--- src/rtl/riscv_dbus_master.sv ---
// riscv_dbus_master
// Data-bus master for the M stage. Converts M-stage loads/stores into single
// outstanding req/gnt/rvalid transactions, stalls the pipeline while one is in
// flight, aligns/extends load data, builds store byte enables and flags
// misaligned, illegal and timed-out accesses.
//
// Ports:
//   clk, rst_n                 core clock, async active-low reset
//   i_ld_enM, i_st_enM         load / store in M (load wins if both set)
//   i_funct3M                  size/sign code (B, H, W, BU, HU)
//   i_addrM, i_st_dataM        byte address, store data
//   o_bus_stallM               stall request to the hazard unit
//   o_ld_dataM                 aligned, extended load result
//   o_bus_err                  misaligned / illegal / timeout indication
//   o_bus_req/we/addr/wdata/be address phase towards the data bus
//   i_bus_gnt, i_bus_rvalid    bus handshake
//   i_bus_rdata                read data
//
// state | meaning
// IDLE  | waiting for an M-stage access; legal access launches (stall)
// REQ   | o_bus_req high until gnt (stall)
// RESP  | waiting for rvalid (stall)
// DONE  | one stall-free cycle so the M register advances
module riscv_dbus_master #(
  parameter int unsigned TIMEOUT_CYC = 255
) (
  input  logic        clk,
  input  logic        rst_n,
  input  logic        i_ld_enM,
  input  logic        i_st_enM,
  input  logic [2:0]  i_funct3M,
  input  logic [31:0] i_addrM,
  input  logic [31:0] i_st_dataM,
  output logic        o_bus_stallM,
  output logic [31:0] o_ld_dataM,
  output logic        o_bus_err,
  output logic        o_bus_req,
  output logic        o_bus_we,
  output logic [31:0] o_bus_addr,
  output logic [31:0] o_bus_wdata,
  output logic [3:0]  o_bus_be,
  input  logic        i_bus_gnt,
  input  logic        i_bus_rvalid,
  input  logic [31:0] i_bus_rdata
);

  localparam int unsigned CW = $clog2(TIMEOUT_CYC + 1);
  localparam logic [CW-1:0] TMO_LOAD = CW'(TIMEOUT_CYC);

  localparam logic [1:0] S_IDLE = 2'd0;
  localparam logic [1:0] S_REQ  = 2'd1;
  localparam logic [1:0] S_RESP = 2'd2;
  localparam logic [1:0] S_DONE = 2'd3;

  logic [1:0]    state_q;
  logic [CW-1:0] cnt_q;
  logic          tmo_q;
  logic [2:0]    f3_q;
  logic [1:0]    off_q;

  logic        access;
  logic        f3_ok;
  logic        align_ok;
  logic        launch;
  logic [3:0]  be_new;
  logic [31:0] wdata_new;
  logic [31:0] ld_shift;
  logic [31:0] ld_ext;

  always_comb begin
    access   = i_ld_enM | i_st_enM;
    f3_ok    = 1'b0;
    align_ok = 1'b0;
    if (i_ld_enM) begin
      f3_ok = (i_funct3M == 3'b000) || (i_funct3M == 3'b001) || (i_funct3M == 3'b010) ||
              (i_funct3M == 3'b100) || (i_funct3M == 3'b101);
    end else begin
      f3_ok = (i_funct3M == 3'b000) || (i_funct3M == 3'b001) || (i_funct3M == 3'b010);
    end
    case (i_funct3M[1:0])
      2'b00:   align_ok = 1'b1;
      2'b01:   align_ok = ~i_addrM[0];
      2'b10:   align_ok = (i_addrM[1:0] == 2'b00);
      default: align_ok = 1'b0;
    endcase
    launch = (state_q == S_IDLE) && access && f3_ok && align_ok;

    be_new    = 4'b1111;
    wdata_new = i_st_dataM;
    case (i_funct3M[1:0])
      2'b00: begin
        be_new    = 4'b0001 << i_addrM[1:0];
        wdata_new = {4{i_st_dataM[7:0]}};
      end
      2'b01: begin
        be_new    = 4'b0011 << i_addrM[1:0];
        wdata_new = {2{i_st_dataM[15:0]}};
      end
      default: ;
    endcase

    ld_shift = i_bus_rdata >> {off_q, 3'b000};
    case (f3_q)
      3'b000:  ld_ext = {{24{ld_shift[7]}}, ld_shift[7:0]};
      3'b001:  ld_ext = {{16{ld_shift[15]}}, ld_shift[15:0]};
      3'b100:  ld_ext = {24'd0, ld_shift[7:0]};
      3'b101:  ld_ext = {16'd0, ld_shift[15:0]};
      default: ld_ext = ld_shift;
    endcase
  end

  // Stall and error are gated by rst_n so they drop asynchronously with reset
  // even if an access is still presented in M.
  assign o_bus_req    = (state_q == S_REQ);
  assign o_bus_stallM = rst_n & (launch | (state_q == S_REQ) | (state_q == S_RESP));
  assign o_bus_err    = rst_n & (((state_q == S_IDLE) & access & ~(f3_ok & align_ok)) |
                                 ((state_q == S_DONE) & tmo_q));

  // cnt_q counts down from TIMEOUT_CYC; reaching zero without the awaited
  // handshake aborts the access. A handshake in the same cycle wins.
  always_ff @(posedge clk or negedge rst_n) begin
    if (!rst_n) begin
      state_q     <= S_IDLE;
      cnt_q       <= '0;
      tmo_q       <= 1'b0;
      f3_q        <= 3'b000;
      off_q       <= 2'b00;
      o_bus_we    <= 1'b0;
      o_bus_addr  <= 32'd0;
      o_bus_wdata <= 32'd0;
      o_bus_be    <= 4'd0;
      o_ld_dataM  <= 32'd0;
    end else begin
      case (state_q)
        S_IDLE: begin
          if (launch) begin
            state_q     <= S_REQ;
            cnt_q       <= TMO_LOAD;
            tmo_q       <= 1'b0;
            f3_q        <= i_funct3M;
            off_q       <= i_addrM[1:0];
            o_bus_we    <= ~i_ld_enM;
            o_bus_addr  <= {i_addrM[31:2], 2'b00};
            o_bus_wdata <= wdata_new;
            o_bus_be    <= be_new;
          end
        end
        S_REQ: begin
          if (i_bus_gnt) begin
            state_q <= S_RESP;
            cnt_q   <= TMO_LOAD;
          end else if (cnt_q == '0) begin
            state_q <= S_DONE;
            tmo_q   <= 1'b1;
            if (!o_bus_we) o_ld_dataM <= 32'd0;
          end else begin
            cnt_q <= cnt_q - CW'(1);
          end
        end
        S_RESP: begin
          if (i_bus_rvalid) begin
            state_q <= S_DONE;
            if (!o_bus_we) o_ld_dataM <= ld_ext;
          end else if (cnt_q == '0) begin
            state_q <= S_DONE;
            tmo_q   <= 1'b1;
            if (!o_bus_we) o_ld_dataM <= 32'd0;
          end else begin
            cnt_q <= cnt_q - CW'(1);
          end
        end
        default: state_q <= S_IDLE;
      endcase
    end
  end

endmodule

--- config.mk ---
export PLATFORM = sky130hd
export DESIGN_NAME = riscv_dbus_master
export DESIGN_NICKNAME = d
export VERILOG_FILES = /design/src/rtl/riscv_dbus_master.sv
export SDC_FILE = /design/constraint.sdc
export NUM_CORES = 1
export LEC_CHECK = 0
export BUFFER_PORTS_ARGS = -buffer_cell sky130_fd_sc_hd__clkbuf_2
export CAP_MARGIN = 0
export CORE_AREA = 2 2 106 108
export DETAILED_ROUTE_END_ITERATION = 7
export DIE_AREA = 0 0 108 110
export GPL_TIMING_DRIVEN = 0
export PLACE_DENSITY = 0.81
export SYNTH_ARGS = -nofsm -noshare
export SYNTH_HDL_FRONTEND = slang
export SYNTH_SLANG_ARGS = --single-unit
--- constraint.sdc ---
create_clock -name clk -period 4 [get_ports clk]
set_clock_uncertainty 0.15 [all_clocks]
set_input_delay 0.8 -clock clk [delete_from_list [all_inputs] [get_ports clk]]
set_output_delay 0.8 -clock clk [all_outputs]
set_load 0.05 [all_outputs]
==> out/metrics.cfg, run 1 <==
[worst_setup_path]
worstPathMaxFanout = 10
path_class = reg2out
max_stage_delay_ps = 420
cpLargestDelayFamily = buffers and inverters
regToRegSetupSlack_ps = 1320
end_kind = output port
rr_worst_depth = 8
required_ps = 3050
worstPathBufferInverterCount = 4
cpMostUsedCell = clkbuf_1
arrival_ps = 2800
reg2reg_from = state_q[1]$_DFFE_PN0P_
startpoint_type = flip-flop
path_cells = inv_1, ha_1, clkbuf_1, nand3_2, clkbuf_1, a21boi_0, clkbuf_2
crit_slowest_cell = dfrtp_1
r2r_end = o_ld_dataM[23]$_DFFE_PN0P_

[clock_network]
post_cts_buffers = 0
cts.path.max_buffers = 2
path_clk_slew_ps = 60
clockRootBuffer = clkbuf_8
cts_htree_levels = 4
clock-sinks = 115
cts_tree = done
numCtsBuffers = 17
clk_latency_ps = 520

[floorplan]
die_height_um = 110
core_sq_um = 10700
dieArea_sq_um = 11900
rows = 38
start_util_pct = 52.9
io-pin-count = 209
die_w_um = 108

[grt]
antenna_found_initial = 0
grt_max_degree = 118
grt_pass1_vias = 5495
grt.total_usage_pct = 29.0
grt_overflow = 0
grt_pass1_wl_um = 26600

[yosys]
synth-edff-count = 0
synth_cells = 602
syn-mean-instance-area_sq_um = 9.41
ys.flop_type = dfrtp_1
ys_ff_latch = 115
synth_top_cell_area_share_pct = 50.8
synth_top_area_cell = dfrtp_1
synth_area_leaders = dfrtp_1 51%, nand2_1 12%, mux2i_1 7.2%
synth.most_common_cell = nand2_1
synth_area_sq_um = 5660
ys_warn_count = 0
synth_commonest_cells = 187 x nand2_1, 115 x dfrtp_1, 60 x o21ai_0
synthArstFlopShare_pct = 100
synth_cell_types = 50
ys_seq_area_share_pct = 50.8

[placed_design]
dp.cells = 947
dp_hpwl_um = 12300
gp_congestion = 0.927
port_buffers = 204
placed_area_sq_um = 6870

[run]
maxCapViolations = 0

[timing]
rsz0062_at_grt = no
setup_viol = 0
hold_ws_ps = 258
drv_slew = 0
hold_viol = 0
period_share_pct = 93.7
relSlewSlack_pct = 40.3
timing.fmax_mhz = 267
period_minus_slack_ps = 3750
tightest_slew_ps = 895

[final_layout]
nFillCells = 821
fin_nets = 938
drive_gt1_share_pct = 32.9
final_cells = 979
utilization_pct = 69.6
area_growth_pct = 31.5
n_antenna_cell = 0
finalInstanceArea_sq_um = 7440

[status]
status = finished clean

[drt]
vias = 5366
wire_per_inst_um = 17.0
viasPerCell = 5.48
wl_um = 16600
drt.antenna.violating_nets = 0
drc = 0
drtIter0Drc = 278
drt_pass1_iterations = 5

[power]
p_leak_uw = 0.00393
ir_drop_v = 0.000810
p_per_area_nw_per_um2 = 991

[min_path]
min_path_type = in2async

[routing by layer]
metal | track usage [%] | share of wire, %
met3 | 9.05 | 8.9
met2 | 49.2 | 48
met1 | 34.2 | 39
met5 | 0 | 0
met4 | 12.5 | 3.2
[where the power goes]
group	switching, uW	internal [uW]
clock	555	899
sequential	372	1710
combinational	2870	974
total	3790	3580
[worst reg2reg max path, cell delays in order (launching register included)]
cell and delay [ps]:
dfrtp_1 450, inv_1 130, ha_1 360, a21bo_4 290, nor2_2 170, nand3_4 160
a2111oi_4 560, buf_6 220, a221o_1 120
[what timing repair did]
action	CTS	global route
setup endpoints to repair	0	1
hold buffers	0	0
resized for setup	0	1
[stage by stage]
stage          setup TNS [ps]  power [uW]  setup WS (ps)
3_3_place_gp             -982        5800           -496
2_1_floorplan               0        4930           97.5
4_1_cts                     0        7380            105
3_5_place_dp                0        5910            339
6_report                    0        7380            252
5_1_grt                     0        7780           13.1
[flip-flops by register name, summed over array words and instances (netlist names)]
| signal | flops |
|---|---|
| cnt_q | 8 |
| f3_q | 3 |
| o_bus_addr | 30 |
| o_bus_be | 4 |
| o_bus_wdata | 32 |
| o_bus_we | 1 |
| o_ld_dataM | 32 |
| off_q | 2 |
| state_q | 2 |
| tmo_q | 1 |
[layout make-up]
class | count | area, sq um | area share (%)
tap | 140 | 175 | 2.35
multi-input combinational | 439 | 2550 | 34.2
buffer | 39 | 209 | 2.81
clock inverter | 13 | 136 | 1.83
sequential | 115 | 2880 | 38.7
inverter | 10 | 37.5 | 0.504
clock buffer | 19 | 432 | 5.80
timing repair buffer | 204 | 1030 | 13.8
[how the worst max path moves through the flow]
stage | start | endpoint | cells after the start
after floorplan | i_addrM[0] | o_bus_stallM | 6
after global placement | rst_n | o_bus_err | 3
after detailed placement | i_addrM[0] | o_bus_stallM | 7
after CTS | state_q[1]$_DFFE_PN0P_ | o_bus_stallM | 7
after global routing | state_q[0]$_DFFE_PN0P_ | o_bus_stallM | 7
final | state_q[0]$_DFFE_PN0P_ | o_bus_stallM | 7
[cells in the final DEF, fill, tap and decap left out, drive strengths merged, types with 3 or more instances in the layout]
cell / count
clkbuf: 241
nand2: 187
dfrtp: 115
o21ai: 64
mux2i: 41
a21oi: 26
nor2: 23
buf: 21
a221o: 16
inv: 10
mux2: 10
nor3: 9
a31oi: 8
a22o: 7
ha: 7
clkinv: 7
nor2b: 5
clkinvlp: 4
nand2b: 3
nand3: 3
[kinds of logic after synthesis]
kind of cell	Yosys count	share of synthesized area, %
compound gates	138	15.8
fa+ha+maj	7	1.55
mux	51	9.24
buf+inv	49	4.35
other cells	1	0.0662
simple gates	241	18.1
flops	115	50.8
Note: power is estimated with default switching activity, not from simulation.
==> run 2, diff against run 1 <==
--- a/config.mk
+++ b/config.mk
@@ -5,7 +5,7 @@
 export SDC_FILE = /design/constraint.sdc
 export NUM_CORES = 1
 export LEC_CHECK = 0
-export BUFFER_PORTS_ARGS = -buffer_cell sky130_fd_sc_hd__clkbuf_2
+export BUFFER_PORTS_ARGS = -buffer_cell sky130_fd_sc_hd__buf_2
 export CAP_MARGIN = 0
 export CORE_AREA = 2 2 106 108
 export DETAILED_ROUTE_END_ITERATION = 7
==> out/metrics.cfg, run 2 (synthesized netlist as in run 1, its figures left out) <==
[grt]
grt-busiest-layer = met2
grt_max_degree = 73  ; -38%
grt.total_usage_pct = 29.7  ; +0.64 points
grt_pass1_vias = 5417  ; -1.4%
use_met2_pct = 51.5  ; +2.3 points
grtUsageMet3_pct = 9.17  ; +0.12 points
grt.met1_usage_pct = 35.1  ; +0.90 points
antenna_found_initial = 0  ; unchanged
grt_pass1_wl_um = 27100  ; +1.8%
grt_overflow = 0  ; unchanged

[floorplan]
core_sq_um = 10700  ; unchanged
rows = 38  ; unchanged
die_w_um = 108  ; unchanged
dieArea_sq_um = 11900  ; unchanged
die_height_um = 110  ; unchanged
start_util_pct = 52.9  ; unchanged
io-pin-count = 209  ; unchanged

[final_layout]
final_cells = 980  ; +0.10%
area_growth_pct = 32.3
final_common_cell = buf_2
final_cell_mix = 211 x buf_2, 187 x nand2_1, 115 x dfrtp_1
utilization_pct = 70.0  ; +0.46 points
n_antenna_cell = 0  ; unchanged
drive_gt1_share_pct = 33.0  ; +0.080 points
reg_top3 = o_bus_wdata: 32 flops, o_ld_dataM: 32 flops, o_bus_addr: 30 flops
fin_nets = 939  ; +0.11%

[worst_setup_path]
max_stage_delay_ps = 450  ; +30 ps
path_cells = inv_1, ha_1, clkbuf_1, nand3_2, clkbuf_1, a21boi_0, buf_2
cpMostUsedCell = clkbuf_1
arrival_ps = 2820  ; +20 ps
end_kind = output port
required_ps = 3050  ; about the same
crit_slowest_cell = dfrtp_1
cpLargestDelayFamily = buffers and inverters
worstPathMaxFanout = 10  ; unchanged
path_class = reg2out
worstPathBufferInverterCount = 4  ; unchanged
startpoint_type = flip-flop

[timing]
period_share_pct = 94.1  ; +0.45 points
tightest_slew_ps = 841  ; -54.6 ps
drv_slew = 0  ; unchanged
rsz0062_at_grt = no
hold_viol = 0  ; unchanged
setup_viol = 0  ; unchanged
timing.fmax_mhz = 266  ; -0.47%
period_minus_slack_ps = 3770  ; +17.9 ps
hold_ws_ps = 135  ; -123 ps
worst_slack_ps = 234  ; -17.9 ps
relSlewSlack_pct = 43.7  ; +3.4 points

[drt]
vias = 5416  ; +0.93%
viasPerCell = 5.53  ; +0.83%
drt_pass1_iterations = 6  ; +1
wl_um = 17000  ; +2.5%
wire_per_inst_um = 17.4  ; +2.4%
drc = 0  ; unchanged
drtIter0Drc = 287  ; +3.2%
drt.antenna.violating_nets = 0  ; unchanged

[power]
ir_drop_v = 0.000777  ; -4.1%
total_power_uw = 7480  ; +1.4%
seqPwrFrac_pct = 27.7  ; -0.5 points
p_leak_uw = 0.00395  ; +0.59%
switching_share_pct = 51.1  ; -0.32 points
p_per_area_nw_per_um2 = 999  ; +0.79%
cellInternalPower_uw = 3660  ; +2.1%
switching_power_uw = 3830  ; +0.82%
clockPowerShare_pct = 20.5  ; +0.8 points
combPwrFrac_pct = 51.8  ; -0.3 points

[clock_network]
cts_tree = done
clockRootBuffer = clkbuf_8
path_clk_slew_ps = 60  ; about the same
numCtsBuffers = 17  ; unchanged
clock-sinks = 115  ; unchanged
cts.path.max_buffers = 2  ; unchanged
cts_htree_levels = 4  ; unchanged
clk_latency_ps = 520  ; about the same

[min_path]
min_path_type = in2async

[run]
maxCapViolations = 0  ; unchanged

[placed_design]
gp_congestion = 0.929  ; +0.27%
port_buffers = 204  ; unchanged
dp.cells = 948  ; +0.11%
dp_hpwl_um = 12600  ; +2.3%
pre_cts_ws_ps = 336  ; -3.17 ps

[status]
status = finished clean

run 2: worst paths after layout:
path	slack [ps]	start	depth (start not counted)	endpoint
max reg2reg	1300	state_q[1]$_DFFE_PN0P_	8	o_ld_dataM[22]$_DFFE_PN0P_
max	230	state_q[1]$_DFFE_PN0P_	7	o_bus_stallM
min in group clk	310	i_addrM[23]	3	o_bus_addr[23]$_DFFE_PN0P_
min reg2reg	320	o_bus_addr[22]$_DFFE_PN0P_	2	o_bus_addr[22]$_DFFE_PN0P_
min	130	rst_n	1	cnt_q[5]$_DFFE_PN0P_
max in group asynchronous	2810	rst_n	2	o_bus_be[0]$_DFFE_PN0P_
run 2: what timing repair did:
action / in CTS / in global routing
hold buffers: 0 / 0
hold endpoints to repair: 0 / 0
gates resized for setup: 0 / 1
setup buffers: 0 / 0
endpoints found under the setup margin: 0 / 1
run 2: final cells by class:
type	instances	area, sq um
tap	140	175
clock buffer	18	418
fill	836	3200
buffer	39	209
multi-input combinational	439	2550
sequential	115	2880
clock inverter	14	178
inverter	10	37.5
timing repair buffer	205	1050
run 2: per-stage QoR:
stage | setup TNS [ps] | cell area [sq um]
floorplan | 0 | 5670
finish | 0 | 7490
CTS | 0 | 7490
global placement | -510 | 6860
detailed placement | 0 | 6890
global route | 0 | 7490
run 2: power by group through the flow:
stage	Sequential [uW]	Combinational, uW	Clock, uW
final	2070	3880	1530
after global routing	2140	4120	1610
after CTS	2070	3880	1550
after detailed placement	2060	3860	0
after global placement	2040	3770	0
after floorplan	3690	1240	0
run 2: layer usage:
metal / up-vias / wire [um] / share of wire, %
li1: 2521 / - / -
met1: 2619 / 6690 / 39
met2: 243 / 8590 / 50
met3: 33 / 1410 / 8.3
met4: 0 / 337 / 2.0
met5: - / 0 / 0
